===== src/rtl/writeback_queue_pkg.sv =====
// Shared types for the writeback queue: unit codes, issue states and the
// packed entry stored per accepted writeback.
package writeback_queue_pkg;

    localparam int REG_W  = 5;
    localparam int DATA_W = 64;
    localparam int UNIT_W = 3;

    // Must track the dispatch unit codes.
    localparam logic [UNIT_W-1:0] FX_UNIT   = 3'd0;
    localparam logic [UNIT_W-1:0] LDST_UNIT = 3'd2;

    typedef enum logic {
        ISSUE_FIRST  = 1'b0,
        ISSUE_SECOND = 1'b1
    } issue_state_t;

    typedef struct packed {
        logic [UNIT_W-1:0] unit;
        logic              en1;
        logic              en2;
        logic [REG_W-1:0]  addr1;
        logic [REG_W-1:0]  addr2;
        logic [DATA_W-1:0] val1;
        logic [DATA_W-1:0] val2;
    } wb_entry_t;

endpackage


===== src/rtl/writeback_queue_if.sv =====
// Execution-side writeback inputs and register-file-side write ports.
interface writeback_queue_if #(
    parameter int regWidth  = 5,
    parameter int dataWidth = 64,
    parameter int depth     = 4
) ();
    localparam int OCC_W = $clog2(depth) + 1;

    logic [2:0]           functionalUnitCode_i;
    logic                 reg1WritebackEnable_i;
    logic                 reg2WritebackEnable_i;
    logic [regWidth-1:0]  reg1WritebackAddress_i;
    logic [regWidth-1:0]  reg2WritebackAddress_i;
    logic [dataWidth-1:0] reg1WritebackVal_i;
    logic [dataWidth-1:0] reg2WritebackVal_i;
    logic                 stall_o;
    logic [OCC_W-1:0]     occupancy_o;
    logic                 gprWriteEnable_o;
    logic [regWidth-1:0]  gprWriteAddress_o;
    logic [dataWidth-1:0] gprWriteVal_o;
    logic                 crXerWriteEnable_o;
    logic [regWidth-1:0]  crFieldBits_o;
    logic [dataWidth-1:0] xerWriteVal_o;

    modport slave (
        input  functionalUnitCode_i, reg1WritebackEnable_i, reg2WritebackEnable_i,
               reg1WritebackAddress_i, reg2WritebackAddress_i,
               reg1WritebackVal_i, reg2WritebackVal_i,
        output stall_o, occupancy_o, gprWriteEnable_o, gprWriteAddress_o, gprWriteVal_o,
               crXerWriteEnable_o, crFieldBits_o, xerWriteVal_o
    );

    modport master (
        output functionalUnitCode_i, reg1WritebackEnable_i, reg2WritebackEnable_i,
               reg1WritebackAddress_i, reg2WritebackAddress_i,
               reg1WritebackVal_i, reg2WritebackVal_i,
        input  stall_o, occupancy_o, gprWriteEnable_o, gprWriteAddress_o, gprWriteVal_o,
               crXerWriteEnable_o, crFieldBits_o, xerWriteVal_o
    );

endinterface


===== src/rtl/writeback_entry_fifo.sv =====
// Circular entry store with wrap-around pointers and an occupancy count.
module writeback_entry_fifo
    import writeback_queue_pkg::*;
#(
    parameter int DEPTH = 4
) (
    input  logic                       clk,
    input  logic                       rst,
    input  logic                       push,
    input  wb_entry_t                  din,
    input  logic                       pop,
    output wb_entry_t                  dout,
    output logic [$clog2(DEPTH):0]     count,
    output logic                       full,
    output logic                       empty
);
    localparam int PTR_W = $clog2(DEPTH);

    wb_entry_t        mem [DEPTH];
    logic [PTR_W-1:0] wr_ptr;
    logic [PTR_W-1:0] rd_ptr;
    logic             push_ok;
    logic             pop_ok;

    assign full    = (count == (PTR_W+1)'(DEPTH));
    assign empty   = (count == '0);
    assign push_ok = push && !full;
    assign pop_ok  = pop && !empty;
    assign dout    = mem[rd_ptr];

    // DEPTH is a power of two, so pointers wrap naturally.
    always_ff @(posedge clk) begin
        if (rst) begin
            wr_ptr <= '0;
            rd_ptr <= '0;
            count  <= '0;
        end else begin
            if (push_ok) begin
                mem[wr_ptr] <= din;
                wr_ptr      <= wr_ptr + 1'b1;
            end
            if (pop_ok) rd_ptr <= rd_ptr + 1'b1;
            case ({push_ok, pop_ok})
                2'b10:   count <= count + 1'b1;
                2'b01:   count <= count - 1'b1;
                default: count <= count;
            endcase
        end
    end

endmodule


===== src/rtl/writeback_queue.sv =====
// Writeback queue: buffers execution results and drains them through one GPR
// write port and one CR/XER port with a two-state issue FSM.
module writeback_queue
    import writeback_queue_pkg::*;
#(
    parameter int                regWidth     = REG_W,
    parameter int                dataWidth    = DATA_W,
    parameter int                depth        = 4,
    parameter logic [UNIT_W-1:0] FXUnitCode   = FX_UNIT,
    parameter logic [UNIT_W-1:0] LdStUnitCode = LDST_UNIT
) (
    input logic             clock_i,
    input logic             reset_i,
    writeback_queue_if.slave wb
);
    localparam int OCC_W = $clog2(depth) + 1;

    generate
        if (depth < 2 || (depth & (depth - 1)) != 0 || FXUnitCode == LdStUnitCode ||
            regWidth != REG_W || dataWidth != DATA_W) begin : g_bad_cfg
            $error("writeback_queue: unsupported parameter set");
        end
    endgenerate

    wb_entry_t        in_entry;
    wb_entry_t        head;
    logic [OCC_W-1:0] count;
    logic             full;
    logic             empty;
    logic             push;
    logic             pop;

    issue_state_t     state, state_nxt;

    logic             gpr_we, gpr_we_nxt;
    logic [REG_W-1:0] gpr_addr, gpr_addr_nxt;
    logic [DATA_W-1:0] gpr_val, gpr_val_nxt;
    logic             cr_we, cr_we_nxt;
    logic [REG_W-1:0] cr_bits, cr_bits_nxt;
    logic [DATA_W-1:0] xer_val, xer_val_nxt;

    always_comb begin
        in_entry.unit  = wb.functionalUnitCode_i;
        in_entry.en1   = wb.reg1WritebackEnable_i;
        in_entry.en2   = wb.reg2WritebackEnable_i;
        in_entry.addr1 = wb.reg1WritebackAddress_i;
        in_entry.addr2 = wb.reg2WritebackAddress_i;
        in_entry.val1  = wb.reg1WritebackVal_i;
        in_entry.val2  = wb.reg2WritebackVal_i;
    end

    // stall comes from the registered count, so a same-edge pop never frees a slot.
    assign push = (in_entry.en1 || in_entry.en2) && !full;

    writeback_entry_fifo #(.DEPTH(depth)) u_fifo (
        .clk   (clock_i),
        .rst   (reset_i),
        .push  (push),
        .din   (in_entry),
        .pop   (pop),
        .dout  (head),
        .count (count),
        .full  (full),
        .empty (empty)
    );

    always_comb begin
        state_nxt    = state;
        pop          = 1'b0;
        gpr_we_nxt   = 1'b0;
        gpr_addr_nxt = '0;
        gpr_val_nxt  = '0;
        cr_we_nxt    = 1'b0;
        cr_bits_nxt  = '0;
        xer_val_nxt  = '0;
        if (!empty) begin
            unique case (state)
                ISSUE_FIRST: begin
                    if (head.unit == FXUnitCode) begin
                        gpr_we_nxt = head.en1;
                        if (head.en1) begin
                            gpr_addr_nxt = head.addr1;
                            gpr_val_nxt  = head.val1;
                        end
                        cr_we_nxt = head.en2;
                        if (head.en2) begin
                            cr_bits_nxt = head.addr2;
                            xer_val_nxt = head.val2;
                        end
                        pop = 1'b1;
                    end else if (head.en1) begin
                        gpr_we_nxt   = 1'b1;
                        gpr_addr_nxt = head.addr1;
                        gpr_val_nxt  = head.val1;
                        if (head.en2) state_nxt = ISSUE_SECOND;
                        else          pop = 1'b1;
                    end else begin
                        gpr_we_nxt   = 1'b1;
                        gpr_addr_nxt = head.addr2;
                        gpr_val_nxt  = head.val2;
                        pop          = 1'b1;
                    end
                end
                ISSUE_SECOND: begin
                    gpr_we_nxt   = 1'b1;
                    gpr_addr_nxt = head.addr2;
                    gpr_val_nxt  = head.val2;
                    pop          = 1'b1;
                    state_nxt    = ISSUE_FIRST;
                end
                default: ;
            endcase
        end
    end

    always_ff @(posedge clock_i) begin
        if (reset_i) begin
            state    <= ISSUE_FIRST;
            gpr_we   <= 1'b0;
            gpr_addr <= '0;
            gpr_val  <= '0;
            cr_we    <= 1'b0;
            cr_bits  <= '0;
            xer_val  <= '0;
        end else begin
            state    <= state_nxt;
            gpr_we   <= gpr_we_nxt;
            gpr_addr <= gpr_addr_nxt;
            gpr_val  <= gpr_val_nxt;
            cr_we    <= cr_we_nxt;
            cr_bits  <= cr_bits_nxt;
            xer_val  <= xer_val_nxt;
        end
    end

    assign wb.stall_o            = full;
    assign wb.occupancy_o        = count;
    assign wb.gprWriteEnable_o   = gpr_we;
    assign wb.gprWriteAddress_o  = gpr_addr;
    assign wb.gprWriteVal_o      = gpr_val;
    assign wb.crXerWriteEnable_o = cr_we;
    assign wb.crFieldBits_o      = cr_bits;
    assign wb.xerWriteVal_o      = xer_val;

endmodule


===== src/flat_wrapper.sv =====
// flat-port wrapper written by rule: the top's interface ports become plain ports
module writeback_queue_flat import writeback_queue_pkg::*;
#(
    parameter int                regWidth     = REG_W,
    parameter int                dataWidth    = DATA_W,
    parameter int                depth        = 4,
    parameter logic [UNIT_W-1:0] FXUnitCode   = FX_UNIT,
    parameter logic [UNIT_W-1:0] LdStUnitCode = LDST_UNIT
)
  (clock_i, reset_i, wb_functionalUnitCode_i, wb_reg1WritebackEnable_i, wb_reg2WritebackEnable_i, wb_reg1WritebackAddress_i, wb_reg2WritebackAddress_i, wb_reg1WritebackVal_i, wb_reg2WritebackVal_i, wb_stall_o, wb_occupancy_o, wb_gprWriteEnable_o, wb_gprWriteAddress_o, wb_gprWriteVal_o, wb_crXerWriteEnable_o, wb_crFieldBits_o, wb_xerWriteVal_o);
  writeback_queue_if #(.regWidth(regWidth), .dataWidth(dataWidth), .depth(depth)) wb_i ();
  input logic clock_i;
  input logic reset_i;
  input wire logic [$bits(wb_i.functionalUnitCode_i)-1:0] wb_functionalUnitCode_i;
  input wire logic [$bits(wb_i.reg1WritebackEnable_i)-1:0] wb_reg1WritebackEnable_i;
  input wire logic [$bits(wb_i.reg2WritebackEnable_i)-1:0] wb_reg2WritebackEnable_i;
  input wire logic [$bits(wb_i.reg1WritebackAddress_i)-1:0] wb_reg1WritebackAddress_i;
  input wire logic [$bits(wb_i.reg2WritebackAddress_i)-1:0] wb_reg2WritebackAddress_i;
  input wire logic [$bits(wb_i.reg1WritebackVal_i)-1:0] wb_reg1WritebackVal_i;
  input wire logic [$bits(wb_i.reg2WritebackVal_i)-1:0] wb_reg2WritebackVal_i;
  output wire logic [$bits(wb_i.stall_o)-1:0] wb_stall_o;
  output wire logic [$bits(wb_i.occupancy_o)-1:0] wb_occupancy_o;
  output wire logic [$bits(wb_i.gprWriteEnable_o)-1:0] wb_gprWriteEnable_o;
  output wire logic [$bits(wb_i.gprWriteAddress_o)-1:0] wb_gprWriteAddress_o;
  output wire logic [$bits(wb_i.gprWriteVal_o)-1:0] wb_gprWriteVal_o;
  output wire logic [$bits(wb_i.crXerWriteEnable_o)-1:0] wb_crXerWriteEnable_o;
  output wire logic [$bits(wb_i.crFieldBits_o)-1:0] wb_crFieldBits_o;
  output wire logic [$bits(wb_i.xerWriteVal_o)-1:0] wb_xerWriteVal_o;
  assign wb_i.functionalUnitCode_i = wb_functionalUnitCode_i;
  assign wb_i.reg1WritebackEnable_i = wb_reg1WritebackEnable_i;
  assign wb_i.reg2WritebackEnable_i = wb_reg2WritebackEnable_i;
  assign wb_i.reg1WritebackAddress_i = wb_reg1WritebackAddress_i;
  assign wb_i.reg2WritebackAddress_i = wb_reg2WritebackAddress_i;
  assign wb_i.reg1WritebackVal_i = wb_reg1WritebackVal_i;
  assign wb_i.reg2WritebackVal_i = wb_reg2WritebackVal_i;
  assign wb_stall_o = wb_i.stall_o;
  assign wb_occupancy_o = wb_i.occupancy_o;
  assign wb_gprWriteEnable_o = wb_i.gprWriteEnable_o;
  assign wb_gprWriteAddress_o = wb_i.gprWriteAddress_o;
  assign wb_gprWriteVal_o = wb_i.gprWriteVal_o;
  assign wb_crXerWriteEnable_o = wb_i.crXerWriteEnable_o;
  assign wb_crFieldBits_o = wb_i.crFieldBits_o;
  assign wb_xerWriteVal_o = wb_i.xerWriteVal_o;
  writeback_queue #(.regWidth(regWidth), .dataWidth(dataWidth), .depth(depth), .FXUnitCode(FXUnitCode), .LdStUnitCode(LdStUnitCode)) u_core (.clock_i(clock_i), .reset_i(reset_i), .wb(wb_i));
endmodule

===== config.mk =====
export PLATFORM = sky130hd
export DESIGN_NAME = writeback_queue_flat
export DESIGN_NICKNAME = d
export VERILOG_FILES = /design/src/rtl/writeback_queue_pkg.sv /design/src/rtl/writeback_queue_if.sv /design/src/rtl/writeback_entry_fifo.sv /design/src/rtl/writeback_queue.sv /design/src/flat_wrapper.sv
export SDC_FILE = /design/constraint.sdc
export NUM_CORES = 1
export LEC_CHECK = 0
export ABC_AREA = 1
export BUFFER_PORTS_ARGS = -buffer_cell sky130_fd_sc_hd__buf_2
export CORE_MARGIN = 5
export CORE_UTILIZATION = 50
export DETAILED_ROUTE_END_ITERATION = 16
export PLACE_DENSITY = 0.7
export SYNTH_ARGS = -nofsm -noshare
export SYNTH_HDL_FRONTEND = slang
export SYNTH_SLANG_ARGS = --single-unit

===== constraint.sdc =====
create_clock -name clock_i -period 9.4 [get_ports clock_i]
set_clock_uncertainty 0.05 [all_clocks]
set_input_delay 1.41 -clock clock_i [delete_from_list [all_inputs] [get_ports clock_i]]
set_output_delay 1.41 -clock clock_i [all_outputs]
set_load 0.01 [all_outputs]

Yosys cells after proc, flatten, opt, wreduce, memory -nomap -nowiden:

Memories as Yosys holds them, arrays and structs flattened. A register that Yosys moved wholly into a read port is not among the register bits.
Index checks and enable logic that the tools add are counted.

* add/sub/neg operators: 4
* equality and inequality tests: 3
* multiplexer cells: 25
* bitwise gates (word level): 3
* reductions and logical operators: 12

Operators with widths (count)
* $mux 64: 3
* $pmux 64 s2: 1
* $mux 5: 3
* $mux 1: 11
* $pmux 5 s2: 1
* $logic_not 3->1: 2
* $pmux 1 s2: 3
* $pmux 3 s2: 1
* $reduce_or 5->1: 1
* $add 2x1->2 const B: 2
* $mux 2: 2
* $reduce_or 4->1: 1
* $add 3x1->3 const B: 1
* $eq 3x3->1 const B: 1
* $logic_and 1x1->1: 3
* $not 1->1: 3
* $sub 3x1->3 const B: 1
* $eq 2x1->1 const B: 1
* $eq 2x2->1 const B: 1
* $logic_not 1->1: 2
* $reduce_bool 2->1: 1
* $reduce_or 2->1: 1
* $logic_or 1x1->1: 1

* bits in registers: 148
* bits in writable memories: 572
* bits of input ports: 145
* word-level logic and storage cells: 58
* memories kept: 1

Memories
* u_core.u_fifo.mem: depth 4, width 143, read ports 1, clocked after Yosys merged registers in 1, wr ports 1, RTL line writeback_entry_fifo.sv:19 `wb_entry_t mem [DEPTH];`

Logic depth before layout (Yosys ltp):

Gate-level depths: netlist of the first run.

* depth in word-level cells: 8
* mapped depth: 17

Modules after synthesis:

Synthesis of the first run repeated with hierarchy kept, for this count alone.

* cell total of the unflattened synthesis: 1991
* area, all modules: 26152.6 sq um

Modules (own cells, without submodules)
* writeback_entry_fifo: instances 1, cells each 1454, area each 21707.1 sq um, sequential area each 17356.6 sq um
* writeback_queue: instances 1, cells each 537, area each 4445.5 sq um, sequential area each 2822.7 sq um

Worst setup path before layout of the first run:

Ideal clock, no wire load.

* kind: input -> register
* start point: input port wb_reg2WritebackEnable_i
* end point: memory u_core.u_fifo.mem[0][0] in the netlist's numbering, enable pin
* setup time: 647 ps
* data arrival time: 7796 ps
* required time: 8703 ps
* setup slack: 907 ps
* cell stages on the path: 3
* buffers on the path: 0
* path through: o21ai_1 -> or2_2 -> nor2_1

* cells in the longest elaborated chain, start to end: 6

Ends and longest elaborated chain
* from (decl): RTL line flat_wrapper.sv:16 `input wire logic [$bits(wb_i.reg2WritebackEnable_i)-1:0] wb_reg2WritebackEnable_i;`
* $logic_or 1x1->1: RTL line writeback_queue.sv:53 `assign push = (in_entry.en1 || in_entry.en2) && !full;`
* $logic_and 1x1->1: RTL line writeback_queue.sv:53
* $logic_and 1x1->1: RTL line writeback_entry_fifo.sv:27 `assign push_ok = push && !full;`
* $mux 1: RTL line writeback_entry_fifo.sv:38 `if (push_ok) begin`
* $mux 1: RTL line writeback_entry_fifo.sv:33 `if (rst) begin`
* $mux 1 (not written as such): RTL line writeback_entry_fifo.sv:39 `mem[wr_ptr] <= din;`
* to (decl): RTL line writeback_entry_fifo.sv:19

No other way between the ends.

==> metrics.txt, run 1 <==
Nets 2,452; Non-Filler Instances between 3,000 and 4,000; Final ANT Viol Nets 0; largest net degree at the start of global routing 163; Core Area about 53,000 µm²; Synth async-reset ratio 0%; synth warn 0; post-CTS resize count 0; gpl congestion 0.8222; largest family of logic cells by synthesized area compound AO/OA/AOI/OAI gates; total track usage 22.51%; Port Buf Inserts 288; Max-Cap Viols 0; final setup violation count 0; Max Clk Rate roughly 230 MHz; Synth top cells by count 572 x edfxtp_1, 297 x nor2_1, 247 x o21ai_0, 150 x dfxtp_1, 147 x nand3_1; drt total wl 66.74 mm; number of flops mapped to enable cells by yosys 572; Slew Limit Headroom 22.25%; Final Hold Vio Count 0; Netlist cell types 26; status complete, no violations; router iterations before antenna repair 6; root buffer cell clkbuf_16; reg2reg setup slack 5020 ps; FF/Latch Area between 20,000 and 25,000 µm²; Hold WC Path Type reg -> reg; multi-input logic area between 5000 and 6000 µm²; crit path time final roughly 4400 ps; CP max stage cell nand3_4; chain of cells forming the critical path clkinv_8 -> nand2_1 -> nand3_1 -> nand3_4 -> nor2_1 -> nand2_1 -> nand2_1 -> inv_1 -> ha_1 -> inv_1 -> fa_1 -> a21oi_1 -> o21ai_0 -> o21ai_0 -> a21oi_1; Final Cycle Share 46.64%; Crit path required time 9820 ps; Area Overhead vs Synth 15.44%; post-synthesis adder-cell area fraction 0.3089%; crit path max fanout between 150 and 200; reg-to-reg endpoint u_core.u_fifo.count[2]; clock sinks 722; leakage power 11.36 nW; TritonCTS clock tree built; DP Wirelength between 30 and 40 mm; wire per inst approximately 22 µm; post-synth top area share 64.24%; Reg2Reg Depth 15; clk_lat worst skew around 590 ps; most frequent cell after synthesis edfxtp_1; die width 241.2 µm; First DRT Iteration DRCs 1,761; Peak VDD IR 0.0001907 V; multiplexer share of the synthesized area 0%; FILL cells between 4,000 and 5,000; hold_sp u_core.u_fifo.rd_ptr[0]; hold buffers post-CTS 0; pwr dens roughly 310 nW/µm²; TritonCTS buffer count 70; CP most frequent cell nand2_1; Starting Density 50.68%; Cells after DPL 2,917; Seq cells post-synth just over 700; # IOs 289; routed vias 17,299; initial antenna violation count 25; CP arrival between 4000 and 5000 ps; Hold Slack 451.2 ps; Compound-Gate Fraction of Synth Area 11.92%; CP Launch Type flop; Critical Path Max Stage Delay 890 ps; cell accounting for the most synthesized area edfxtp_1; total congestion overflow 0; Synth area leaders edfxtp_1 64%, dfxtp_1 11%, o21ai_0 4.6%; Die Footprint 58,200 µm²; layout cells sized above 1 around a fifth; DR DRC count 0; worst slew pin tran approximately 1200 ps; Power, Total 0.009440 W; WP buf/inv 3; commonest register cell after synthesis edfxtp_1; Die Ht 241.2 µm; Synth Area per Inst 12.97 µm²; first-pass GRT wire length 100.3 mm; Min-Delay Path Depth 2; Pins Over Slew Limit 0; Mapped Cells 2,061; Net Count, Synth approximately 2,200; mapped cell area 26,740 µm²; sequential area share after synthesis 75.47%; critical path type reg -> reg; vias per std cell 5.651; Simple-Gate Fraction of Synth Area around 8.3%; CTS H-tree lvls 3; Post-Synth XOR/XNOR Area 0%; Post-CTS Setup Repair Bufs 0; setup TNS 0 ps; deepest clock path buffer count 3; RSZ-0062 raised after global routing no; CP top delay family simple AND/OR/NAND/NOR gates; vias in the first global route 17,406; crit end category flop; Worst-path clk slew around 60 ps; FP Rows 84
## placed cells by master, fill, tap and decap left out, types with 2 or more instances in the layout
cell type / netlist / routed
nor2_1: 297 / 293
dfxtp_4: 0 / 2
edfxtp_1: 572 / 572
buf_12: 0 / 4
bufinv_16: 0 / 4
clkbuf_8: 0 / 9
clkinv_2: 0 / 13
clkbuf_16: 0 / 74
buf_2: 33 / 288
nand3_1: 147 / 147
clkbuf_1: 61 / 22
a21oi_1: 146 / 146
nand3_4: 0 / 2
dfxtp_1: 150 / 148
nand2_1: 89 / 89
clkinvlp_4: 0 / 2
nor2_4: 0 / 4
buf_4: 4 / 12
a21oi_2: 69 / 69
o21ai_0: 247 / 247
inv_2: 4 / 2
clkinv_1: 0 / 2
o21ai_1: 37 / 37
inv_1: 86 / 86
ha_1: 5 / 5
diode_2: 0 / 19
o22ai_1: 69 / 69
## flip-flops by register name, indices dropped and copies added, names as in the netlist, named ones only
| name | flops |
|---|---|
| u_core.state | 1 |
| u_core.u_fifo.count | 3 |
| u_core.u_fifo.mem | 572 |
| u_core.u_fifo.rd_ptr | 2 |
| u_core.u_fifo.wr_ptr | 2 |
| u_core.wb.crFieldBits_o | 5 |
| u_core.wb.crXerWriteEnable_o | 1 |
| u_core.wb.gprWriteAddress_o | 5 |
| u_core.wb.gprWriteEnable_o | 1 |
| u_core.wb.gprWriteVal_o | 64 |
| u_core.wb.xerWriteVal_o | 64 |
## cell families (layout without fill, tap and decap cells)
group | Yosys count | in the layout
flip-flops | 722 | 722
AO/OA/AOI/OAI | 568 | 568
adder cells (fa/ha/maj) | 6 | 6
AND/OR/NAND/NOR | 538 | 538
buffers and inverters | 227 | 520
other | 0 | 19
## tightest hold or removal path: stages, from the launching register on
cell and delay (ps):
dfxtp_1 340, a21oi_1 60, nor2_1 70
## per-stage QoR
stage               cell area (µm²)  utilization (%)  setup WS, ps
floorplan                     26740                -         906.6
global placement              28560            54.13          5039
detailed placement            28560            54.13          5040
CTS                           30820            58.41          5058
global route                  30840            58.46          4692
finish                        30870            58.50          5016
## where the power goes
part	total (W)	internal, W	switching [W]
registers	0.00408	0.00387	0.000216
clock network	0.00275	0.00162	0.00112
logic	0.00261	0.000732	0.00188
## per-layer routing
layer	routed length, µm	share of wire [%]	up-vias	track usage, %
li1	-	-	7918	-
met1	28040	42	8574	30.56
met2	31280	47	678	35.83
met3	5924	8.9	111	6.159
met4	1383	2.1	18	7.335
met5	115	0.17	-	0
## area by class of cell
class / count / area share, %
Inverter: 91 / 1.159
Antenna cell: 19 / 0.1540
Multi-Input combinational cell: 1112 / 17.95
Sequential cell: 722 / 65.40
Timing Repair Buffer: 304 / 5.221
Clock inverter: 20 / 0.6567
Tap cell: 688 / 2.789
Clock buffer: 105 / 6.668
## worst max-delay path by stage
stage,start,endpoint,depth (start not counted)
2_1_floorplan,wb_reg2WritebackEnable_i,u_core.u_fifo.mem[0][0],3
3_3_place_gp,flop,u_core.u_fifo.count[2],15
3_5_place_dp,flop,u_core.u_fifo.count[2],15
4_1_cts,flop,u_core.u_fifo.count[2],15
5_1_grt,flop,u_core.u_fifo.count[2],15
6_report,flop,u_core.u_fifo.count[2],15
Note: power is estimated with default switching activity, not from simulation.
==> run 2, diff against run 1 <==
- clock period: 9.4 -> 4.23 ns (I/O delays scaled with it)
==> run 2 against run 1 <==
Die area stayed put. Final cell count is 0.33% higher. Register-to-register slack worse by 3700 ps. Critical endpoint is now u_core.wb.gprWriteVal_o[57].
==> metrics.txt, run 2 (synthesis gave the netlist of run 1 again) <==
switching share of total power 33.75% (-0.35 points); Flop pwr share 41.3% (-1.9 points); Post-CTS Setup Repair Bufs 0 (unchanged); total congestion overflow 0 (unchanged); DP Wirelength 35.73 mm (-1.2%); post-place instance area 28,670 µm² (+0.41%); commonest non-fill, non-tap cell in the layout edfxtp_1; wire per inst 21.15 µm (-3.0%); Peak VDD IR 0.0004896 V (+160%); most flop-heavy register u_core.u_fifo.mem; Slew Limit Headroom 23.96% (+1.7 points); Final Cycle Share 69.94% (+23 points); Port Buf Inserts 288 (unchanged); Core Area 52,760 µm² (unchanged); gpl congestion 0.7923 (-3.6%); pwr dens 687.5 nW/µm² (+120%); root buffer cell clkbuf_16; TritonCTS buffer count 74 (+5.7%); crit path time final 2959 ps (-1425 ps); Reg2Reg Depth 8 (-7); Comb pwr share 28.1% (+0.5 points); leakage power 11.55 nW (+1.7%); switching pwr 0.007238 W (+120%); CP arrival 3440 ps (-1360 ps); Die Footprint 58,200 µm² (unchanged); Final Hold Vio Count 0 (unchanged); CP Launch Type flop; vias in the first global route 16,949 (-2.6%); drt total wl 64.96 mm (-2.7%); FP Rows 84 (unchanged); Hold Slack 185.0 ps (-266.2 ps); Die Ht 241.2 µm (unchanged); Max Clk Rate 338.0 MHz (+48%); first-pass GRT wire length 97.08 mm (-3.2%); FILL cells 4,103 (-0.92%); Worst-path clk slew 60 ps (about the same); layout cells sized above 1 21.57% (+0.79 points); Int Power 0.01421 W (+130%); reg2reg setup slack 1270 ps (-3740 ps); Max-Cap Viols 0 (unchanged); final setup margin 1271 ps (-3745 ps); status complete, no violations; hold buffers post-CTS 0 (unchanged); multi-input logic area 5540 µm² (unchanged); most frequent cells in the layout 572 x edfxtp_1, 293 x nor2_1, 288 x buf_2; # IOs 289 (unchanged); Area Overhead vs Synth 16.67%; Largest register FFs 572 (unchanged); crit end category flop; die width 241.2 µm (unchanged); DR DRC count 0 (unchanged); power share of the clock group 30.6% (+1.5 points); final setup violation count 0 (unchanged); TritonCTS clock tree built; clock sinks 722 (unchanged); critical path type reg -> reg; worst slew pin tran 1141 ps (-25.70 ps); clk_lat worst skew 610 ps (+20 ps); post-CTS resize count 0 (unchanged); Nets 2,464 (+0.49%); hold endpoint u_core.u_fifo.mem[0][73]; Crit path required time 4710 ps (-5110 ps); Pins Over Slew Limit 0 (unchanged); FF/Latch Area 20,190 µm² (unchanged); setup TNS 0 ps (unchanged); Starting Density 50.68% (unchanged); First DRT Iteration DRCs 1,465 (-17%); reg-to-reg endpoint u_core.wb.gprWriteVal_o[57]; Final ANT Viol Nets 0 (unchanged); post-route cell area 31,190 µm² (+1.1%); total track usage 21.74% (-0.77 points); vias per std cell 5.597 (-0.96%); Hold WC Path Type in -> reg; Util after Layout 59.13% (+0.62 points); Min-Delay Path Depth 1 (-1); largest net degree at the start of global routing 156 (-4.3%); router iterations before antenna repair 5 (-1); crit path max fanout 155 (-4.3%); RSZ-0062 raised after global routing no; hold_sp wb_reg1WritebackVal_i[9]; routed vias 17,189 (-0.64%); initial antenna violation count 16 (-36%); deepest clock path buffer count 3 (unchanged); CTS H-tree lvls 3 (unchanged); pre-CTS setup slack 1324 ps (-3716 ps)
[run 2: cell types whose count changed in the layout (fill, tap and decap cells not counted), sizes merged, moves of 3 or more]
cell    delta
buf        +8
clkinv    +10
diode     -10
inv        +3
[run 2: critical path, stage by stage, from the launching register on]
cell     delay [ps]
dfxtp_4         360
inv_8           510
buf_4           920
nor2_1          120
nor2_1          110
o21ai_0         150
nand2_1         140
nand3_1          80
a21oi_1         180
[run 2: layout make-up]
class                      count  share of cell area, %
clock buffer                 104                  7.063
inverter                      91                  1.127
timing repair buffer         312                  5.559
tap                          688                  2.760
antenna                        9                0.07220
clock inverter                33                 0.9466
sequential                   722                  64.71
multi-input combinational   1112                  17.76
[run 2: per-layer routing]
layer	wire length, µm	up-vias	GRT usage [%]
met2	31040	671	34.93
met1	27040	8415	29.58
li1	-	7951	-
met5	126	-	0
met4	1674	20	7.796
met3	5080	132	4.952
[run 2: power groups by stage]
| stage | registers [W] | clock network [W] | logic [W] |
|---|---|---|---|
| finish | 0.00885 | 0.00657 | 0.00603 |
| global route | 0.00891 | 0.00699 | 0.00666 |
| CTS | 0.00885 | 0.00667 | 0.00605 |
| detailed placement | 0.00899 | 0 | 0.00601 |
| global placement | 0.00898 | 0 | 0.00587 |
| floorplan | 0.00913 | 0 | 0.00401 |
[run 2: stage by stage]
step,std cells,total power [W]
6_report,3071,0.02145
5_1_grt,3066,0.02255
4_1_cts,3062,0.02158
3_5_place_dp,2925,0.01500
3_3_place_gp,2925,0.01485
2_1_floorplan,2061,0.01314
[run 2: worst max path at each step]
stage | start | end | slack (ps) | depth (start not counted)
finish | flop | u_core.wb.gprWriteVal_o[57] | 1270 | 8
global route | flop | u_core.wb.gprWriteVal_o[55] | 980 | 8
CTS | flop | u_core.u_fifo.count[2] | 1320 | 14
detailed placement | flop | u_core.u_fifo.count[2] | 1320 | 14
global placement | flop | u_core.u_fifo.count[2] | 1290 | 14
floorplan | wb_reg2WritebackEnable_i | u_core.u_fifo.mem[0][0] | -1090 | 3
==> run 3, diff against run 2 <==
- PLACE_DENSITY: 0.7 -> 0.72
- clock period: 4.23 -> 2.65 ns (I/O delays scaled with it)
==> run 3 against run 2 <==
Count of clock-buffer cells in the layout rose by 13. Sequential share of layout area fell by 2.9 points. First-iteration DRC count fell by 6.2%. Setup slack got worse by 980 ps. Sequential power rose by 60%. Die area did not move. Worst hold slack got worse by 12 ps. Register-to-register slack got worse by 980 ps. Final cell count rose by 4.8%. Routed wire length rose by 3.6%. Largest cell class unchanged. Non-clock buffer count rose by 147. Via count rose by 4.7%.
==> metrics.txt, run 3 (synthesis gave the netlist of run 1 again) <==
vias in the first global route 18,291 (+7.9%); largest net degree at the start of global routing 152 (-2.6%); first-pass GRT wire length 102.0 mm (+5.1%); TritonCTS clock tree built; most frequent cells in the layout 572 x edfxtp_1, 293 x nor2_1, 288 x buf_2; Nets 2,610 (+5.9%); # IOs 289 (unchanged); TritonCTS buffer count 73 (-1.4%); worst slew pin tran 1110 ps (-30.58 ps); final setup margin 295.2 ps (-976.3 ps); FP Rows 84 (unchanged); Worst-path clk slew 60 ps (about the same); Final ANT Viol Nets 0 (unchanged); Die Ht 241.2 µm (unchanged); commonest non-fill, non-tap cell in the layout edfxtp_1; Max Clk Rate 424.7 MHz (+26%); Area Overhead vs Synth 22.11%; Flop pwr share 41.4% (about the same); Final Cycle Share 88.86% (+19 points); CP arrival 2790 ps (-650 ps); vias per std cell 5.592 (about the same); switching share of total power 34.03% (+0.28 points); final setup violation count 0 (unchanged); CTS H-tree lvls 3 (unchanged); total congestion overflow 0 (unchanged); critical path type reg -> reg; Comb pwr share 29.2% (+1.1 points); Hold WC Path Type in -> reg; gpl congestion 0.8101 (+2.2%); leakage power 12.12 nW (+4.9%); Final Hold Vio Count 0 (unchanged); wire per inst 20.91 µm (-1.1%); multi-input logic area 5552 µm² (+0.20%); Util after Layout 61.88% (+2.8 points); clock sinks 722 (unchanged); crit path time final 2355 ps (-603.7 ps); root buffer cell clkbuf_16; CP Launch Type flop; pwr dens 1049 nW/µm² (+53%); FF/Latch Area 20,190 µm² (about the same); Starting Density 50.68% (unchanged); Port Buf Inserts 288 (unchanged); Slew Limit Headroom 26.00% (+2.0 points); Peak VDD IR 0.001263 V (+160%); router iterations before antenna repair 7 (+2); DR DRC count 0 (unchanged); Die Footprint 58,200 µm² (unchanged); status complete, no violations; total track usage 22.58% (+0.84 points); power share of the clock group 29.4% (-1.2 points); Max-Cap Viols 0 (unchanged); Crit path required time 3090 ps (-1620 ps); layout cells sized above 1 20.06% (-1.5 points); pre-CTS setup slack 318.7 ps (-1005 ps); RSZ-0062 raised after global routing no; Pins Over Slew Limit 0 (unchanged); most flop-heavy register u_core.u_fifo.mem; die width 241.2 µm (unchanged); Core Area 52,760 µm² (unchanged); crit end category flop; First DRT Iteration DRCs 1,374 (-6.2%); clk_lat worst skew 600 ps (about the same); routed vias 17,994 (+4.7%); Power, Total 0.03424 W (+60%); crit path max fanout 9 (-94%); switching pwr 0.01165 W (+61%); Int Power 0.02259 W (+59%); initial antenna violation count 9 (-7); drt total wl 67.30 mm (+3.6%); deepest clock path buffer count 3 (unchanged); DP Wirelength 35.29 mm (-1.2%); FILL cells 3,934 (-4.1%); post-CTS resize count 0 (unchanged); Largest register FFs 572 (unchanged)
run 3: path summary, 6_finish.rpt:
kind | from | end | slack, ps | cells past startpoint
max | flop | u_core.u_fifo.count[2] | 300 | 15
min | reset_i | flop | 170 | 4
max reg2reg | flop | u_core.u_fifo.count[2] | 300 | 15
min reg2reg | u_core.u_fifo.count[0] | u_core.u_fifo.count[0] | 420 | 1
run 3: power by group through the flow:
stage	sequential [W]	combinational, W	clock (W)
global route	0.0142	0.0111	0.0107
global placement	0.0144	0.00953	0
finish	0.0142	0.0100	0.0101
detailed placement	0.0144	0.00977	0
floorplan	0.0145	0.00642	0
CTS	0.0142	0.0100	0.0102
run 3: per-layer routing:
| layer | GRT usage (%) | share of wire [%] | vias up | wire, µm |
|---|---|---|---|---|
| li1 | - | - | 8249 | - |
| met1 | 29.80 | 41 | 8869 | 27340 |
| met2 | 37.69 | 49 | 737 | 33070 |
| met3 | 4.474 | 7.5 | 139 | 5051 |
| met4 | 8.275 | 2.7 | 0 | 1839 |
| met5 | 0 | 0 | - | 0 |
run 3: repair_timing:
action | in CTS | in global routing
hold buffers | 143 | 0
buffers inserted | 0 | 0
endpoints found under the setup margin | 0 | 0
hold endpoints to repair | 572 | 0
run 3: area by class of cell:
type / count / area share (%)
tap: 688 / 2.637
timing repair buffer: 459 / 10.06
antenna: 12 / 0.09198
inverter: 91 / 1.088
sequential: 722 / 61.86
clock inverter: 17 / 0.4331
multi-input combinational: 1112 / 17.00
clock buffer: 117 / 6.833
run 3: stage by stage:
step	cells	instance area (µm²)	TNS [ps]	hold WS, ps
floorplan	2061	26790	-460170	398.3
global placement	2929	28810	0	396.8
detailed placement	2929	28810	0	406.0
CTS	3206	32620	0	118.8
global route	3212	32630	0	181.1
finish	3218	32650	0	172.8
run 3: worst max-delay path, cell delays in order, from the launching register on:
cell and delay [ps]:
dfxtp_4 440, inv_8 60, nor2_1 90, nand2_1 60
nand3_1 130, nand2_1 70, nand2_1 150, nand2_1 70
inv_1 80, ha_1 140, inv_1 70, fa_1 380
a21oi_1 140, o21ai_0 110, o21ai_0 150, a21oi_1 50
